## src/rtl/uart_packet_decoder_pkg.sv

```systemverilog
// Shared constants and state encoding for the UART host-loader packet decoder.
// Frame: START, addr[7:0]..addr[31:24], data[7:0]..data[31:24], END.
package uart_packet_decoder_pkg;

    localparam logic [7:0] UART_PKT_START = 8'hAA;
    localparam logic [7:0] UART_PKT_END   = 8'h55;
    localparam int         PKT_BYTES      = 10;

    typedef enum logic [1:0] {
        ST_IDLE = 2'd0,
        ST_ADDR = 2'd1,
        ST_DATA = 2'd2,
        ST_TAIL = 2'd3
    } state_t;

endpackage

```

## src/rtl/uart_packet_decoder_gap_timer.sv

```systemverilog
// Saturating inter-byte gap counter; o_expired is high while the count is all-ones.
module uart_packet_decoder_gap_timer #(
    parameter int TIMEOUT_WIDTH = 16
) (
    input  logic clk,
    input  logic reset,
    input  logic i_clear,
    input  logic i_enable,
    output logic o_expired
);

    logic [TIMEOUT_WIDTH-1:0] r_count;

    assign o_expired = &r_count;

    always_ff @(posedge clk or negedge reset) begin
        if (!reset) begin
            r_count <= '0;
        end else if (i_clear) begin
            r_count <= '0;
        end else if (i_enable && !o_expired) begin
            r_count <= r_count + 1'b1;
        end
    end

endmodule

```

## src/rtl/uart_packet_decoder.sv

```systemverilog
// Turns the host-loader byte stream into address/data write commands on a
// valid/ready interface; malformed, timed-out or overrun frames are dropped and flagged.
module uart_packet_decoder
    import uart_packet_decoder_pkg::*;
#(
    parameter int WIDTH_D       = 32,
    parameter int WIDTH_A       = 32,
    parameter int TIMEOUT_WIDTH = 16
) (
    input  logic               clk,
    input  logic               reset,
    input  logic               in_valid,
    input  logic [7:0]         in_data,
    output logic               out_valid,
    input  logic               out_ready,
    output logic [WIDTH_A-1:0] out_addr,
    output logic [WIDTH_D-1:0] out_data,
    output logic               busy,
    output logic               err_frame,
    output logic               err_timeout,
    output logic               err_overrun
);

    state_t       r_state;
    state_t       w_state_next;
    logic [1:0]   r_cnt;
    logic [1:0]   w_cnt_next;
    logic [31:0]  r_addr_sr;
    logic [31:0]  r_data_sr;
    logic         w_addr_we;
    logic         w_data_we;
    logic         w_commit;
    logic         w_load;
    logic         w_err_frame_next;
    logic         w_err_timeout_next;
    logic         w_err_overrun_next;
    logic         w_expired;
    logic         w_gap_clear;

    logic               r_out_valid_p1;
    logic [WIDTH_A-1:0] r_out_addr_p1;
    logic [WIDTH_D-1:0] r_out_data_p1;
    logic               r_err_frame_p1;
    logic               r_err_timeout_p1;
    logic               r_err_overrun_p1;

    // The gap counter only runs while a frame is open and restarts on every byte.
    assign w_gap_clear = in_valid || (r_state == ST_IDLE);

    uart_packet_decoder_gap_timer #(
        .TIMEOUT_WIDTH (TIMEOUT_WIDTH)
    ) u_gap_timer (
        .clk       (clk),
        .reset     (reset),
        .i_clear   (w_gap_clear),
        .i_enable  (1'b1),
        .o_expired (w_expired)
    );

    always_ff @(posedge clk or negedge reset) begin
        if (!reset) begin
            r_state <= ST_IDLE;
            r_cnt   <= 2'd0;
        end else begin
            r_state <= w_state_next;
            r_cnt   <= w_cnt_next;
        end
    end

    always_comb begin
        w_state_next       = r_state;
        w_cnt_next         = r_cnt;
        w_addr_we          = 1'b0;
        w_data_we          = 1'b0;
        w_commit           = 1'b0;
        w_err_frame_next   = 1'b0;
        w_err_timeout_next = 1'b0;
        case (r_state)
            ST_IDLE: begin
                if (in_valid && (in_data == UART_PKT_START)) begin
                    w_state_next = ST_ADDR;
                    w_cnt_next   = 2'd0;
                end
            end
            ST_ADDR: begin
                if (in_valid) begin
                    w_addr_we  = 1'b1;
                    w_cnt_next = r_cnt + 2'd1;
                    if (r_cnt == 2'd3) begin
                        w_state_next = ST_DATA;
                    end
                end else if (w_expired) begin
                    w_state_next       = ST_IDLE;
                    w_err_timeout_next = 1'b1;
                end
            end
            ST_DATA: begin
                if (in_valid) begin
                    w_data_we  = 1'b1;
                    w_cnt_next = r_cnt + 2'd1;
                    if (r_cnt == 2'd3) begin
                        w_state_next = ST_TAIL;
                    end
                end else if (w_expired) begin
                    w_state_next       = ST_IDLE;
                    w_err_timeout_next = 1'b1;
                end
            end
            ST_TAIL: begin
                // A START byte here is just a bad tail, never a resync point.
                if (in_valid) begin
                    w_state_next = ST_IDLE;
                    if (in_data == UART_PKT_END) begin
                        w_commit = 1'b1;
                    end else begin
                        w_err_frame_next = 1'b1;
                    end
                end else if (w_expired) begin
                    w_state_next       = ST_IDLE;
                    w_err_timeout_next = 1'b1;
                end
            end
            default: begin
                w_state_next = ST_IDLE;
            end
        endcase
    end

    assign w_load             = w_commit && (!r_out_valid_p1 || out_ready);
    assign w_err_overrun_next = w_commit && !w_load;

    always_ff @(posedge clk or negedge reset) begin
        if (!reset) begin
            r_addr_sr <= '0;
            r_data_sr <= '0;
        end else begin
            if (w_addr_we) begin
                r_addr_sr[{r_cnt, 3'b000} +: 8] <= in_data;
            end
            if (w_data_we) begin
                r_data_sr[{r_cnt, 3'b000} +: 8] <= in_data;
            end
        end
    end

    // ---- output stage p1: command register and error pulses ----
    always_ff @(posedge clk or negedge reset) begin
        if (!reset) begin
            r_out_valid_p1   <= 1'b0;
            r_out_addr_p1    <= '0;
            r_out_data_p1    <= '0;
            r_err_frame_p1   <= 1'b0;
            r_err_timeout_p1 <= 1'b0;
            r_err_overrun_p1 <= 1'b0;
        end else begin
            if (w_load) begin
                r_out_valid_p1 <= 1'b1;
                r_out_addr_p1  <= r_addr_sr[WIDTH_A-1:0];
                r_out_data_p1  <= r_data_sr[WIDTH_D-1:0];
            end else if (r_out_valid_p1 && out_ready) begin
                r_out_valid_p1 <= 1'b0;
            end
            r_err_frame_p1   <= w_err_frame_next;
            r_err_timeout_p1 <= w_err_timeout_next;
            r_err_overrun_p1 <= w_err_overrun_next;
        end
    end

    assign out_valid   = r_out_valid_p1;
    assign out_addr    = r_out_addr_p1;
    assign out_data    = r_out_data_p1;
    assign busy        = (r_state != ST_IDLE);
    assign err_frame   = r_err_frame_p1;
    assign err_timeout = r_err_timeout_p1;
    assign err_overrun = r_err_overrun_p1;

endmodule

```

## config.mk

```make
export PLATFORM = sky130hd
export DESIGN_NAME = uart_packet_decoder
export DESIGN_NICKNAME = d
export VERILOG_FILES = /design/src/rtl/uart_packet_decoder_pkg.sv /design/src/rtl/uart_packet_decoder_gap_timer.sv /design/src/rtl/uart_packet_decoder.sv
export SDC_FILE = /design/constraint.sdc
export NUM_CORES = 1
export LEC_CHECK = 0
export CELL_PAD_IN_SITES_DETAIL_PLACEMENT = 1
export CELL_PAD_IN_SITES_GLOBAL_PLACEMENT = 1
export CORE_AREA = 4 4 126 128
export DETAILED_ROUTE_END_ITERATION = 7
export DIE_AREA = 0 0 130 132
export GPL_ROUTABILITY_DRIVEN = 0
export PLACE_DENSITY = 0.75
export SLEW_MARGIN = 20
export SYNTH_ARGS = -nofsm -noshare
export SYNTH_HDL_FRONTEND = slang
export SYNTH_HIERARCHICAL = 1
export SYNTH_SLANG_ARGS = --single-unit
```

## constraint.sdc

```tcl
create_clock -name clk -period 3 [get_ports clk]
set_input_delay 0.6 -clock clk [delete_from_list [all_inputs] [get_ports clk]]
set_output_delay 0.6 -clock clk [all_outputs]
set_load 0.005 [all_outputs]
```

==> out/summary.json <==
{
  "status": "finished clean",
  "synth-seq-area-share_pct": 58.2,
  "clk_pin_slew_ns": 0.06,
  "viasPerCell": 5.42,
  "crit_fanout": 4,
  "synth-edff-count": 0,
  "pin_count_of_the_biggest_net_entering_global_routing": 71,
  "power.density_nw_per_um2": 664,
  "port-buffer-count": 80,
  "core-area_um2": 14900,
  "timing.setup.critical_path_class": "reg -> out",
  "clock_sinks": 152,
  "first_pass_iters": 4,
  "finalCriticalPeriod_ns": 2.48,
  "maxUsedRoutingLayer": "met4",
  "peak_supply_drop_mv": 0.462,
  "layout_worst_path_cycle_share_pct": 82.7,
  "worst_clock_skew_ns": 0.00897,
  "leakage_power_of_the_design_nw": 3.88,
  "finalHoldViolCount": 0,
  "worst_r2r_setup_slack_ns": 0.72,
  "average_cell_area_after_synthesis_um2": 12.7,
  "critical_path_arrival_ns": 1.88,
  "cts-hold-fix-buffers": 0,
  "rr_startpoint": "r_cnt[0]$_DFFE_PN0P_",
  "cell_count_after_synthesis": 513,
  "dp.final_hpwl_um": 11400,
  "synth.distinct_cells": 55,
  "timing_max_transition_violations_final": 0,
  "ys_dominant_reg_cell": "dfrtp_1",
  "clock_insertion_delay_worst_skew_ns": 0.43,
  "synth.ff_latch_count": 152,
  "layout-drive-gt1-share_pct": 20.0,
  "utilization_pct": 55.0,
  "max_cap_violations": 0,
  "grt_util_all_layers_pct": 20.4,
  "critical-path-max-stage-delay_ns": 0.53,
  "congestion_overflow_gr": 0,
  "diodes": 0,
  "hold_class": "in -> async",
  "max_clock_freq_mhz": 403,
  "route.layer.met1.wl_um": 7110,
  "setup_tns_ns": 0,
  "antenna_found_initial": 0,
  "async_reset_ff_share_pct": 100,
  "chipWidth_um": 130,
  "route.detailed.drc": 0,
  "grt_first_pass_wirelength_um": 27000,
  "cts.repair_timing.setup_buffer_count": 0,
  "clockBufferDepth": 2,
  "worst-endpoint-required_ns": 2.40,
  "setup_viol": 0,
  "vias": 4408,
  "final_antenna_net_count": 0,
  "detail_route.wl_per_cell_um": 20.3,
  "first_global_vias": 4903,
  "chipHeight_um": 132,
  "slew_headroom_pct": 49.1,
  "cp_common_cell": "inv_1",
  "yosysWarningCount": 6,
  "top_level_ports": 81,
  "crit_path_cell_trace": "inv_1 -> ha_1 -> inv_1 -> clkdlybuf4s50_1",
  "tritoncts": "yes",
  "route.final.wire_length_um": 16500,
  "worst_slew_pin_slew_ns": 0.758,
  "crit-reg2reg-capture": "r_data_sr[26]$_DFFE_PN0P_",
  "cp_slowest_cell": "clkdlybuf4s50_1",
  "worst-r2r-cell-count": 5,
  "area_delta_synth_final_pct": 25.0,
  "dr_wl_met2_um": 8380,
  "floorplan.rows": 45,
  "dieArea_um2": 17200,
  "design.final.nets": 635,
  "cts-htree-levels": 4,
  "drt-initial-drc-count": 267,
  "start_util_pct": 44.0,
  "cts_resized": 0,
  "setup_repair_after_global_routing_missed_its_margin": "no",
  "cts_buffers": 17,
  "end_kind": "primary output",
  "synth.cell_area_um2": 6530,
  "cts_root_buf": "clkbuf_16",
  "met3_length_um": 596,
  "startpoint_type": "register"
}
-- kinds of logic (layout without fill, tap and decap cells) --
| family | count (synthesis) | count (layout) | synth area share (%) |
|---|---|---|---|
| simple gates | 153 | 153 | 12.2 |
| other cells | 1 | 5 | 0.0574 |
| buf+inv | 30 | 139 | 2.43 |
| compound gates | 96 | 96 | 9.59 |
| fa+ha+maj | 10 | 10 | 1.91 |
| flops | 152 | 152 | 58.2 |
| xor+xnor | 2 | 2 | 0.268 |
| mux | 69 | 69 | 15.3 |
-- critical path, delay by kind of cell, from the launching register on --
family / cells / cell delay, ns
adders and majority gates: 1 / 0.25
buffers and inverters: 3 / 0.81
DFF: 1 / 0.41
-- sequential cells by signal (all words and copies together), names as in the netlist --
| signal | count |
|---|---|
| err_frame | 1 |
| u_gap_timer/r_count | 16 |
| r_addr_sr | 32 |
| err_timeout | 1 |
| r_cnt | 2 |
| out_valid | 1 |
| out_data | 32 |
| r_data_sr | 32 |
| err_overrun | 1 |
| out_addr | 32 |
| r_state | 2 |
-- worst max path at each step --
| stage | start | end |
|---|---|---|
| floorplan | r_cnt[0]$_DFFE_PN0P_ | r_addr_sr[23]$_DFFE_PN0P_ |
| global placement | in_data[7] | out_data[22]$_DFFE_PN0P_ |
| detailed placement | in_data[7] | out_data[27]$_DFFE_PN0P_ |
| CTS | r_state[0]$_DFFE_PN0P_ | busy |
| global route | r_state[0]$_DFFE_PN0P_ | busy |
| finish | r_state[0]$_DFFE_PN0P_ | busy |
-- Yosys cell counts (4+ instances only) --
library cell	n	area share, %
dfrtp_1	152	58
nand2_1	78	4.5
mux2_4	60	14
o21ai_0	50	3.8
nor2_1	19	1.1
a22o_1	16	2.1
nand3_1	14	1.1
clkbuf_1	12	0.69
ha_1	10	1.9
inv_1	10	0.57
a21oi_1	9	0.69
buf_6	6	1.0
mux2_2	6	1.0
nor3_1	6	0.46
nor2b_1	4	0.38
-- where the power goes --
group	internal [mW]	switching, mW	total (mW)	leakage (nW)
sequential	2.27	0.176	2.45	2.10
clock	1.20	0.814	2.01	0.274
combinational	0.362	0.598	0.961	1.50
total	3.84	1.59	5.42	3.88
-- final cells by class --
class	instances	area, um2
multi-input cells	335	2590
fillers	1546	6690
well taps	188	235
flip-flops and latches	152	3800
clock buffers	24	482
repair buffers	97	955
inverters	10	37.5
clock inverters	8	71.3
-- stage by stage --
step                      power (mW)  hold WS (ns)  worst slack, ns  instance area [um2]  cells
final                           5.42         0.180            0.519                 8170    814
after global routing            5.72         0.224            0.418                 8170    814
after CTS                       5.47         0.206            0.519                 8170    814
after detailed placement        3.42         0.471            0.353                 7620    782
after global placement          3.34         0.464            0.448                 7620    782
after floorplan                 3.04         0.304            0.895                 6550    517
-- placed cells by master, fill, tap and decap left out, drive strengths merged, types with 14 or more instances in the layout --
| cell | netlist | routed |
|---|---|---|
| clkdlybuf4s50 | 0 | 79 |
| buf | 8 | 18 |
| dfrtp | 152 | 152 |
| nand2 | 78 | 78 |
| nand3 | 14 | 14 |
| nor2 | 19 | 19 |
| o21ai | 50 | 50 |
| clkbuf | 12 | 24 |
| a22o | 16 | 16 |
| mux2 | 67 | 67 |
-- metal layers --
| layer | GRT usage (%) | up-vias |
|---|---|---|
| met2 | 34.0 | 98 |
| met4 | 6.93 | 0 |
| met3 | 5.23 | 27 |
| met1 | 25.9 | 2260 |
| li1 | - | 2023 |
| met5 | 0 | - |
(Power assumes the default switching activity.)
